===== src/rtl/arcfour_prga_decrypt.sv =====
// RC4 keystream generator / decryptor: swaps the scheduled S-box in place, XORs the
// keystream with the encrypted ROM, writes plaintext and flags all-lowercase/space text.
module arcfour_prga_decrypt #(
  parameter int RAM_WIDTH  = 8,
  parameter int MSG_LENGTH = 32,
  localparam int MW        = $clog2(MSG_LENGTH)
) (
  input  logic                 clk,
  input  logic                 reset,
  input  logic                 start_sig,
  input  logic [RAM_WIDTH-1:0] s_ram_out,
  output logic [RAM_WIDTH-1:0] s_address,
  output logic [RAM_WIDTH-1:0] s_ram_in,
  output logic                 s_write_enable,
  input  logic [7:0]           msg_rom_out,
  output logic [MW-1:0]        msg_address,
  output logic [MW-1:0]        dec_address,
  output logic [7:0]           dec_ram_in,
  output logic                 dec_write_enable,
  output logic                 decrypt_finished,
  output logic                 msg_valid,
  output logic [3:0]           state_tap
);

  typedef enum logic [3:0] {
    IDLE   = 4'd0,
    RD_SI  = 4'd1,
    GET_SI = 4'd2,
    RD_SJ  = 4'd3,
    GET_SJ = 4'd4,
    WR_I   = 4'd5,
    WR_J   = 4'd6,
    RD_F   = 4'd7,
    GET_F  = 4'd8
  } state_t;

  state_t               state_q, state_d;
  logic [RAM_WIDTH-1:0] i_q, i_d, j_q, j_d, si_q, si_d, sj_q, sj_d;
  logic [MW-1:0]        k_q, k_d;
  logic                 ok_q, ok_d, fin_q, fin_d, valid_q, valid_d;
  logic [7:0]           dec_byte;
  logic                 byte_ok, last_byte;

  assign dec_byte  = 8'(s_ram_out) ^ msg_rom_out;
  assign byte_ok   = (dec_byte == 8'h20) || ((dec_byte >= 8'h61) && (dec_byte <= 8'h7A));
  assign last_byte = (k_q == MW'(MSG_LENGTH - 1));

  always_ff @(posedge clk) begin
    if (!reset) state_q <= IDLE;
    else        state_q <= state_d;
  end

  always_comb begin
    state_d = state_q;
    unique case (state_q)
      IDLE:    if (start_sig) state_d = RD_SI;
      RD_SI:   state_d = GET_SI;
      GET_SI:  state_d = RD_SJ;
      RD_SJ:   state_d = GET_SJ;
      GET_SJ:  state_d = WR_I;
      WR_I:    state_d = WR_J;
      WR_J:    state_d = RD_F;
      RD_F:    state_d = GET_F;
      GET_F:   state_d = last_byte ? IDLE : RD_SI;
      default: state_d = IDLE;
    endcase
  end

  always_comb begin
    s_address        = '0;
    s_ram_in         = '0;
    s_write_enable   = 1'b0;
    dec_address      = '0;
    dec_ram_in       = '0;
    dec_write_enable = 1'b0;
    unique case (state_q)
      RD_SI: s_address = i_q;
      RD_SJ: s_address = j_q;
      WR_I: begin
        s_address      = i_q;
        s_ram_in       = sj_q;
        s_write_enable = 1'b1;
      end
      WR_J: begin
        s_address      = j_q;
        s_ram_in       = si_q;
        s_write_enable = 1'b1;
      end
      RD_F: s_address = si_q + sj_q;
      GET_F: begin
        dec_address      = k_q;
        dec_ram_in       = dec_byte;
        dec_write_enable = 1'b1;
      end
      default: ;
    endcase
  end

  assign msg_address      = k_q;
  assign decrypt_finished = fin_q;
  assign msg_valid        = valid_q;
  assign state_tap        = state_q;

  // i is pre-incremented on start so the first byte reads S[1], as RC4 requires.
  always_comb begin
    i_d     = i_q;
    j_d     = j_q;
    si_d    = si_q;
    sj_d    = sj_q;
    k_d     = k_q;
    ok_d    = ok_q;
    fin_d   = fin_q;
    valid_d = valid_q;
    unique case (state_q)
      IDLE: if (start_sig) begin
        i_d     = RAM_WIDTH'(1);
        j_d     = '0;
        k_d     = '0;
        ok_d    = 1'b1;
        fin_d   = 1'b0;
        valid_d = 1'b0;
      end
      GET_SI: begin
        si_d = s_ram_out;
        j_d  = j_q + s_ram_out;
      end
      GET_SJ: sj_d = s_ram_out;
      GET_F: begin
        if (!byte_ok) ok_d = 1'b0;
        if (last_byte) begin
          fin_d   = 1'b1;
          valid_d = ok_q & byte_ok;
        end else begin
          k_d = k_q + MW'(1);
          i_d = i_q + RAM_WIDTH'(1);
        end
      end
      default: ;
    endcase
  end

  always_ff @(posedge clk) begin
    if (!reset) begin
      i_q     <= '0;
      j_q     <= '0;
      si_q    <= '0;
      sj_q    <= '0;
      k_q     <= '0;
      ok_q    <= 1'b0;
      fin_q   <= 1'b0;
      valid_q <= 1'b0;
    end else begin
      i_q     <= i_d;
      j_q     <= j_d;
      si_q    <= si_d;
      sj_q    <= sj_d;
      k_q     <= k_d;
      ok_q    <= ok_d;
      fin_q   <= fin_d;
      valid_q <= valid_d;
    end
  end

endmodule


===== config.mk =====
export PLATFORM = sky130hd
export DESIGN_NAME = arcfour_prga_decrypt
export DESIGN_NICKNAME = d
export VERILOG_FILES = /design/src/rtl/arcfour_prga_decrypt.sv
export SDC_FILE = /design/constraint.sdc
export NUM_CORES = 1
export LEC_CHECK = 0
export ABC_AREA = 1
export BUFFER_PORTS_ARGS = -buffer_cell sky130_fd_sc_hd__buf_2
export CAP_MARGIN = 20
export CORE_UTILIZATION = 33
export DETAILED_ROUTE_END_ITERATION = 10
export MAX_ROUTING_LAYER = met4
export PLACE_DENSITY = 0.51
export SLEW_MARGIN = 20
export SYNTH_ARGS = -nofsm -noshare
export SYNTH_HDL_FRONTEND = slang
export SYNTH_SLANG_ARGS = --single-unit

===== constraint.sdc =====
create_clock -name clk -period 2 [get_ports clk]
set_input_delay 0.2 -clock clk [delete_from_list [all_inputs] [get_ports clk]]
set_output_delay 0.2 -clock clk [all_outputs]
set_load 0.03 [all_outputs]

==> impl_metrics.json, run 1 <==
{
  "yosys_warnings": 0,
  "setup.worst_path.start_class": "flop",
  "grt_pass1_wl_um": 13700,
  "start_util": 0.346,
  "cts_buffers": 5,
  "total_power_mw": 2.06,
  "antenna_left": 0,
  "clock_latency_ns": 0.30,
  "drive_gt1_frac": 0.271,
  "tightest_slew_ns": 0.420,
  "p_leak_nw": 1.84,
  "synthArstFlopShare": 0,
  "ctsLongestPathBuffers": 2,
  "routed_wl_um": 8410,
  "post-place-ws_ns": -0.0291,
  "p_comb_frac": 0.256,
  "max-cap-violations": 0,
  "drc": 0,
  "cts_num_sinks": 44,
  "fin_crit_ns": 2.17,
  "p_seq_frac": 0.476,
  "ys_seq_area_frac": 0.305,
  "cp_common_cell": "nand2_2",
  "nets": 555,
  "syn_area_um2": 2890,
  "vias": 2988,
  "endpoint_kind": "output pin",
  "antenna_found_initial": 0,
  "critical-path-max-stage-delay_ns": 0.35,
  "min_period_over_period": 1.08,
  "min_path_type": "in -> reg",
  "switchingPower_mw": 0.703,
  "outcome": "finished, violations left",
  "detail_route.first_pass.iterations": 5,
  "io_pins": 61,
  "cts_root_buffer": "clkbuf_8",
  "grt_max_degree": 19,
  "place_inst": 614,
  "setup_ws_ns": -0.166,
  "synthesis.nets": 475,
  "ir_drop_uv": 283,
  "gp_congestion": 0.840,
  "diodes": 0,
  "final_hold_viol_count": 0,
  "critical_path.max_fanout": 2,
  "htreeDepth": 2,
  "rsz0062_at_grt": "true",
  "core-area_um2": 8340,
  "seq_area_um2": 891,
  "crit_family": "simple AND/OR/NAND/NOR gates",
  "clk_pin_slew_ns": 0.09,
  "ys.flop_type": "dfxtp_1",
  "fin_cells": 622,
  "skew_ns": 0.0113,
  "worstPathRequired_ns": 1.80,
  "dieArea_um2": 9120,
  "hpwl_um": 6700,
  "avgRoutedWirePerCell_um": 13.5,
  "drt_iter0_drc": 139,
  "overflow": 0,
  "syn_inst": 437,
  "areaGrowthSynthToFinish_pct": 28.8,
  "violations": "setup timing",
  "clkPwrFrac": 0.267,
  "p_per_area_nw_per_um2": 554,
  "cts_tree": "yes",
  "cpMaxStageDelayCell": "dfxtp_2",
  "portBuffers": 60,
  "arrival_ns": 1.97,
  "setup_viol": 2,
  "crit_chain": "ha_4 -> fa_2 -> nand2_2 -> nand2_2 -> nand2_2 -> nand2_2 -> nand2_2 -> nand2_1 -> nand2_1 -> nand2_2 -> a21oi_2 -> o21ai_1 -> nand2_1 -> buf_6",
  "die_width_um": 95.5,
  "num_rows": 33,
  "path_class": "reg -> out",
  "p_int_mw": 1.36,
  "swShare": 0.341,
  "crit_buf_inv": 1,
  "fillers": 881,
  "ys_types": 36,
  "grt_use_total": 0.203,
  "multi_input_area_um2": 1920,
  "cts_hold_buf": 0,
  "die_y_um": 95.5,
  "grt_pass1_vias": 2778,
  "via_per_inst": 4.80,
  "drv_slew": 0,
  "synth-seq-cells": 44,
  "slew-limit-headroom": 0.720,
  "fmax_mhz": 462,
  "avgSynthCellArea_um2": 6.60,
  "synth_edf_count": 0
}
## final timing paths
kind	start	end	slack, ns	cells past startpoint
max	si_q[0]$_SDFFE_PN0P_	s_address[6]	-0.17	14
min	reset	ok_q$_SDFFE_PN0P_	0.16	3
max reg2reg	msg_address[0]$_SDFFE_PN0P_	i_q[5]$_SDFFE_PN0P_	0.19	12
min reg2reg	decrypt_finished$_SDFFE_PN0P_	decrypt_finished$_SDFFE_PN0P_	0.47	2
## state kept, by name, summed over array words and instances (netlist names)
signal and flops:
decrypt_finished 1, i_q 8, j_q 8, msg_address 5, msg_valid 1, ok_q 1
si_q 8, sj_q 8, state_tap 4
## power by group through the flow
stage          Combinational (mW)  Sequential [mW]  Clock, mW
6_report                    0.528            0.982      0.551
5_1_grt                     0.600            0.987      0.608
4_1_cts                     0.519            0.981      0.571
3_5_place_dp                0.492            0.993          0
3_3_place_gp                0.489            0.993          0
2_1_floorplan               0.318            0.991          0
## layer usage
layer,vias up,GRT usage,share of wire
met4,0,0.0485,0.0075
met2,60,0.313,0.45
li1,1582,-,-
met5,-,-,0
met3,4,0.0255,0.049
met1,1342,0.281,0.50
## layout by cell type, fill, tap and decap left out, types with 3 or more instances in the layout
master / count
nand2_1: 99
buf_2: 54
nor2_1: 53
inv_1: 44
a21oi_1: 42
dfxtp_1: 38
nand3_1: 29
o21ai_0: 24
buf_4: 21
nand2_2: 13
ha_1: 12
nor3_1: 7
nand3_2: 6
nand4_1: 6
buf_6: 6
xor2_1: 5
ha_4: 5
clkbuf_8: 5
dfxtp_2: 5
nor2_4: 4
nand2_4: 3
## worst register-to-register path: stages (launching register included)
cell and delay, ns:
dfxtp_1 0.40, ha_1 0.19, nand2_1 0.07, nor2_1 0.12
ha_1 0.20, inv_1 0.09, nand2_4 0.13, nand2_8 0.09
inv_6 0.11, nor2_4 0.04, nand2_2 0.06, nor2_1 0.04
nor3b_1 0.20
## what timing repair did
item                                    4_1_cts  5_1_grt
pin swaps                                     2        2
hold endpoints to repair                      0        0
endpoints found under the setup margin        8       14
setup buffers                                 1        1
gates resized for setup                      31       21
## logic make-up (layout without fill, tap and decap cells)
group | after synthesis | after routing | share of synthesized area
simple gates | 232 | 232 | 0.367
compound gates | 77 | 77 | 0.141
buf+inv | 58 | 138 | 0.0776
flops | 44 | 44 | 0.305
fa+ha+maj | 19 | 19 | 0.0876
xor+xnor | 7 | 7 | 0.0212
## through the flow
step,hold slack [ns],utilization,instance area (µm²),setup TNS (ns)
2_1_floorplan,0.335,-,2890,0
3_3_place_gp,0.452,0.412,3440,-0.0166
3_5_place_dp,0.459,0.412,3440,-0.0291
4_1_cts,0.156,0.440,3670,-0.413
5_1_grt,0.154,0.446,3720,-0.755
6_report,0.160,0.446,3720,-0.260
## area by class of cell
cell class / instances / area share
inverters: 50 / 0.0525
flip-flops and latches: 44 / 0.240
clock buffers: 5 / 0.0185
well taps: 105 / 0.0353
clock inverters: 2 / 0.00337
repair buffers: 81 / 0.133
multi-input cells: 335 / 0.517
## cell usage after synthesis, types with 2 or more instances
master    count  area share
or2_2         3      0.0065
o21ai_0      26       0.045
nand2_4       3       0.012
ha_1         17       0.074
o221ai_1      2      0.0061
clkinv_1      2      0.0026
dfxtp_1      44        0.31
nor3b_1       2      0.0052
inv_1        44       0.057
nand2_1     110        0.14
nor2_2        2      0.0043
nand3_1      35       0.061
nor3_1        7       0.012
clkbuf_1      6      0.0078
nor2_4        3       0.012
fa_1          2       0.014
xor2_1        5       0.015
nand4_1       6       0.013
a22oi_1       2      0.0052
nand2_2       2      0.0043
a21oi_1      43       0.075
nor2_1       54       0.070
inv_2         3      0.0039
xnor2_1       2      0.0061
(Power assumes the default switching activity.)
==> run 2: changes to the inputs <==
Settings changed: ABC_AREA 1 to 0, PLACE_DENSITY 0.51 to unset.
==> run 2 against run 1 <==
Compared with the run above: the flow still finishes with violations (setup timing); clock skew shrank 0.0028 ns; register-to-register slack lost 0.11 ns; synthesized cell count shrank 18%; final area grew 4.2%; first-iteration DRC count grew 22%; worst hold slack gained 0.039 ns; sequential power shrank 3.0%; synthesized area shrank 0.17%; critical endpoint is now s_address[7].
==> impl_metrics.json, run 2 <==
{
  "hold_depth": 3,
  "p_per_area_nw_per_um2": 548,
  "antenna_left": 0,
  "whs_ns": 0.199,
  "die_width_um": 95.4,
  "cts_num_sinks": 44,
  "setup_viol": 6,
  "violations": "setup timing",
  "r2r_cells": 7,
  "tns_ns": -1.27,
  "synth_most_common_cell": "nand2_1",
  "worstPathRequired_ns": 1.80,
  "endpoint_kind": "output pin",
  "grt_pass1_wl_um": 14200,
  "cts_hold_buf": 0,
  "drv_slew": 0,
  "synth-seq-cells": 44,
  "finalInstanceArea_um2": 3870,
  "final_hold_viol_count": 0,
  "drc": 0,
  "synthTopCellsByCount": "nand2_1, dfxtp_1, a21oi_1, nor2_1",
  "fin_crit_ns": 2.28,
  "ys_types": 51,
  "synth_top_area_frac": 0.306,
  "avgSynthCellArea_um2": 8.02,
  "antenna_found_initial": 0,
  "fin_cells": 559,
  "grt_pass1_vias": 2761,
  "outcome": "finished, violations left",
  "ctsLongestPathBuffers": 2,
  "min_path_type": "in -> reg",
  "regToRegSetupSlack_ns": 0.08,
  "slew-limit-headroom": 0.710,
  "arrival_ns": 2.08,
  "min_period_over_period": 1.14,
  "nets": 491,
  "drive_gt1_frac": 0.344,
  "num_rows": 33,
  "path_class": "reg -> out",
  "dieArea_um2": 9110,
  "critical-path-max-stage-delay_ns": 0.41,
  "cts_tree": "yes",
  "ys_seq_area_frac": 0.306,
  "globalRouteMet3Util": 0.0423,
  "synth_edf_count": 0,
  "placed_area_um2": 3510,
  "die_y_um": 95.4,
  "start_util": 0.345,
  "cpMaxStageDelayCell": "a2111oi_4",
  "synthesis.nets": 397,
  "final_cell_mix": "buf_2, nand2_1, buf_4",
  "grt_use_total": 0.214,
  "io_pins": 61,
  "setup_ws_ns": -0.283,
  "min_to": "sj_q[4]$_SDFFE_PN0P_",
  "yosys_warnings": 0,
  "hpwl_um": 6750,
  "yosysTopAreaCell": "dfxtp_1",
  "core-area_um2": 8340,
  "cts_buffers": 5,
  "syn_area_um2": 2880,
  "r2r_end": "j_q[6]$_SDFFE_PN0P_",
  "skew_ns": 0.00842,
  "overflow": 0,
  "synthArstFlopShare": 0,
  "portBuffers": 60,
  "detail_route.first_pass.iterations": 5,
  "post-place-ws_ns": -0.105,
  "htreeDepth": 2,
  "place_inst": 544,
  "via_per_inst": 5.34,
  "syn_inst": 359,
  "r2r-start": "j_q[0]$_SDFFE_PN0P_",
  "ys.flop_type": "dfxtp_1",
  "netlist_top_cells_area": "dfxtp_1, ha_1, nand2_1",
  "diodes": 0,
  "met1_usage": 0.279,
  "ir_drop_uv": 294,
  "rsz0062_at_grt": "true",
  "p_leak_nw": 1.73,
  "clk_pin_slew_ns": 0.09,
  "clock_latency_ns": 0.31,
  "areaGrowthSynthToFinish_pct": 34.4,
  "busiest_layer": "met2",
  "critical_path.max_fanout": 4,
  "hp-start": "s_ram_out[4]",
  "gp_congestion": 0.907,
  "fin_util": 0.464,
  "grt_use_met2": 0.338,
  "fmax_mhz": 438,
  "tightest_slew_ns": 0.432,
  "routed_wl_um": 9220,
  "cts_root_buffer": "clkbuf_8",
  "total_power_mw": 2.12,
  "crit_chain": "ha_4 -> and3_4 -> a2111oi_4 -> a21oi_2 -> xnor2_1 -> o21ai_1 -> buf_4",
  "avgRoutedWirePerCell_um": 16.5,
  "grt_max_degree": 25,
  "max-cap-violations": 0,
  "final_common_cell": "buf_2",
  "setup.worst_path.start_class": "flop",
  "drt_iter0_drc": 169,
  "vias": 2985
}
## run 2: changes by cell type after synthesis, sizes merged, moves of 8 or more
cell / delta
nor2: -24
nand3: -23
and3: +14
xnor2: +8
xor2: +12
nand2: -65
o21ai: -16
inv: -41
a22oi: +11
a21oi: -8
## run 2: worst max-delay path by stage
stage                               startpoint      endpoint  slack, ns  cells after the start
after floorplan           si_q[3]$_SDFFE_PN0P_  s_address[7]      -0.17                      6
after global placement    si_q[3]$_SDFFE_PN0P_  s_address[7]      -0.07                      7
after CTS                 sj_q[1]$_SDFFE_PN0P_  s_address[5]      -0.29                      7
after detailed placement  si_q[3]$_SDFFE_PN0P_  s_address[7]      -0.11                      7
after global routing      si_q[4]$_SDFFE_PN0P_  s_address[7]      -0.34                      7
final                     si_q[4]$_SDFFE_PN0P_  s_address[7]      -0.28                      7
## run 2: worst max-delay path, delay by kind of cell, from the launching register on
| kind | cells | cell delay, ns |
|---|---|---|
| AND/OR/NAND/NOR | 1 | 0.19 |
| AO/OA/AOI/OAI | 3 | 0.69 |
| buffers and inverters | 1 | 0.19 |
| adder cells (fa/ha/maj) | 1 | 0.24 |
| flip-flops | 1 | 0.34 |
| XOR/XNOR | 1 | 0.13 |
## run 2: area by class of cell
class | count | area (µm²)
repair buffers | 105 | 688
flip-flops and latches | 44 | 905
multi-input cells | 290 | 2030
inverters | 7 | 26.3
clock buffers | 8 | 90.1
fillers | 848 | 4470
well taps | 105 | 131
## run 2: cells by family after synthesis
| kind of cell | after synthesis | synth area share |
|---|---|---|
| adder cells (fa/ha/maj) | 19 | 0.0877 |
| AO/OA/AOI/OAI | 85 | 0.191 |
| XOR/XNOR | 27 | 0.0821 |
| flip-flops | 44 | 0.306 |
| multiplexers | 5 | 0.0174 |
| buffers and inverters | 25 | 0.0400 |
| AND/OR/NAND/NOR | 154 | 0.276 |
## run 2: layer usage
| metal | part of all wire | routed length, µm |
|---|---|---|
| met1 | 0.46 | 4250 |
| met2 | 0.47 | 4360 |
| met3 | 0.056 | 519 |
| met4 | 0.0095 | 88 |
| met5 | 0 | 0 |
## run 2: where the power goes
part	switching [mW]	internal [mW]	total, mW
Clock	0.322	0.283	0.604
Combinational	0.325	0.240	0.565
Sequential	0.0411	0.912	0.953
## run 2: repair_timing
item                       in CTS  in global routing
setup endpoints to repair       9                 16
buffers inserted                4                  3
pin swaps                      11                 19
gates resized for setup        31                 25
==> run 3: changes to the inputs <==
Clock period 2 ns to 2.2 ns, I/O delays scaled along.
==> run 3 against run 2 <==
Compared with the run above: the flow still finishes with violations (setup timing); first-iteration DRC count shrank 5.3%; clock power grew 3%; sequential cell count is the same.
==> impl_metrics.json, run 3 (synthesis gave the netlist of run 2 again) <==
{
  "setup_ws_ns": -0.127,
  "avgRoutedWirePerCell_um": 16.7,
  "grt_use_total": 0.207,
  "antenna_left": 0,
  "gp_congestion": 0.954,
  "antenna_found_initial": 0,
  "cts_num_sinks": 44,
  "regToRegSetupSlack_ns": 0.23,
  "routed_wl_um": 9010,
  "cts_buffers": 5,
  "post-place-ws_ns": 0.0352,
  "start_util": 0.345,
  "setup.worst_path.start_class": "flop",
  "critical_path.max_fanout": 2,
  "crit_end": "s_address[6]",
  "drv_slew": 0,
  "p_seq_frac": 0.444,
  "grt_pass1_wl_um": 13900,
  "p_comb_frac": 0.238,
  "placed_area_um2": 3360,
  "endpoint_kind": "output pin",
  "overflow": 0,
  "via_per_inst": 5.59,
  "drive_gt1_frac": 0.284,
  "num_rows": 33,
  "slew-limit-headroom": 0.689,
  "final_common_cell": "buf_2",
  "vias": 3007,
  "finalInstanceArea_um2": 3660,
  "max-cap-violations": 0,
  "hpwl_um": 6590,
  "min_path_type": "in -> reg",
  "die_y_um": 95.4,
  "drt_iter0_drc": 160,
  "skew_ns": 0.0116,
  "drc": 0,
  "fin_crit_ns": 2.33,
  "die_width_um": 95.4,
  "nets": 470,
  "switchingPower_mw": 0.612,
  "worstPathRequired_ns": 1.98,
  "clock_latency_ns": 0.30,
  "swShare": 0.312,
  "r2r-start": "msg_address[0]$_SDFFE_PN0P_",
  "r2r_cells": 8,
  "cts_hold_buf": 0,
  "tightest_slew_ns": 0.465,
  "areaGrowthSynthToFinish_pct": 27.0,
  "grt_max_degree": 25,
  "p_int_mw": 1.35,
  "cts_root_buffer": "clkbuf_8",
  "ctsLongestPathBuffers": 2,
  "setup_viol": 4,
  "cts_tree": "yes",
  "htreeDepth": 2,
  "clk_pin_slew_ns": 0.09,
  "portBuffers": 60,
  "violations": "setup timing",
  "final_hold_viol_count": 0,
  "path_class": "reg -> out",
  "grt_pass1_vias": 2663,
  "p_per_area_nw_per_um2": 535,
  "whs_ns": 0.217,
  "outcome": "finished, violations left",
  "fmax_mhz": 430,
  "total_power_mw": 1.96,
  "arrival_ns": 2.11,
  "ir_drop_uv": 296,
  "diodes": 0,
  "rsz0062_at_grt": "true",
  "dieArea_um2": 9110,
  "detail_route.first_pass.iterations": 5,
  "min_period_over_period": 1.06,
  "p_leak_nw": 1.63,
  "final_cell_mix": "buf_2, nand2_1, nor2_1, dfxtp_1, a21oi_1",
  "io_pins": 61,
  "critPathLaunch": "si_q[0]$_SDFFE_PN0P_",
  "clkPwrFrac": 0.319,
  "core-area_um2": 8340,
  "r2r_end": "msg_address[3]$_SDFFE_PN0P_",
  "tns_ns": -0.295
}
==> run 3: changes by cell type in the layout (fill, tap and decap cells not counted), sizes merged <==
cell,previous run,this run
buf,105,84
clkinv,0,1
clkbuf,8,6
bufinv,0,1
==> run 3: cell type report <==
| type | instances | area [µm²] |
|---|---|---|
| clock buffer | 6 | 72.6 |
| clock inverter | 2 | 35.0 |
| fill | 865 | 4680 |
| inverter | 7 | 26.3 |
| multi-input combinational | 290 | 2000 |
| sequential | 44 | 897 |
| tap | 105 | 131 |
| timing repair buffer | 84 | 499 |
==> run 3: power groups by stage <==
stage | sequential (mW) | clock (mW) | combinational [mW]
finish | 0.869 | 0.624 | 0.466
global route | 0.874 | 0.676 | 0.504
CTS | 0.868 | 0.634 | 0.452
detailed placement | 0.885 | 0 | 0.439
global placement | 0.882 | 0 | 0.433
floorplan | 0.882 | 0 | 0.285
==> run 3: routing by layer <==
layer,track usage,up-vias,wire length (µm),part of all wire
met1,0.278,1445,4000,0.44
met5,-,-,0,0
li1,-,1430,-,-
met4,0.0510,0,111,0.012
met2,0.327,120,4240,0.47
met3,0.0311,12,651,0.072
==> run 3: worst min-delay path by stage <==
| stage | start | to | depth (start not counted) |
|---|---|---|---|
| after floorplan | s_ram_out[0] | si_q[0]$_SDFFE_PN0P_ | 2 |
| after global placement | si_q[0]$_SDFFE_PN0P_ | si_q[0]$_SDFFE_PN0P_ | 2 |
| after detailed placement | sj_q[3]$_SDFFE_PN0P_ | sj_q[3]$_SDFFE_PN0P_ | 2 |
| after CTS | s_ram_out[3] | sj_q[3]$_SDFFE_PN0P_ | 3 |
| after global routing | s_ram_out[0] | si_q[0]$_SDFFE_PN0P_ | 3 |
| final | s_ram_out[3] | sj_q[3]$_SDFFE_PN0P_ | 3 |
==> run 3: through the flow <==
stage,util,cells
final,0.439,538
after CTS,0.434,538
after detailed placement,0.403,524
after global routing,0.439,538
after floorplan,-,359
after global placement,0.403,524
==> run 3: worst max-delay path, stage by stage (launching register included) <==
cell,delay [ns]
dfxtp_2,0.35
ha_4,0.16
fa_2,0.34
a21o_1,0.20
a21oi_2,0.18
o21bai_1,0.09
mux2i_1,0.12
o21ai_1,0.17
buf_4,0.19
==> run 3: repair_timing <==
action,4_1_cts,5_1_grt
setup endpoints to repair,5,9
pin swaps,10,10
resized for setup,24,11
setup buffers,6,0
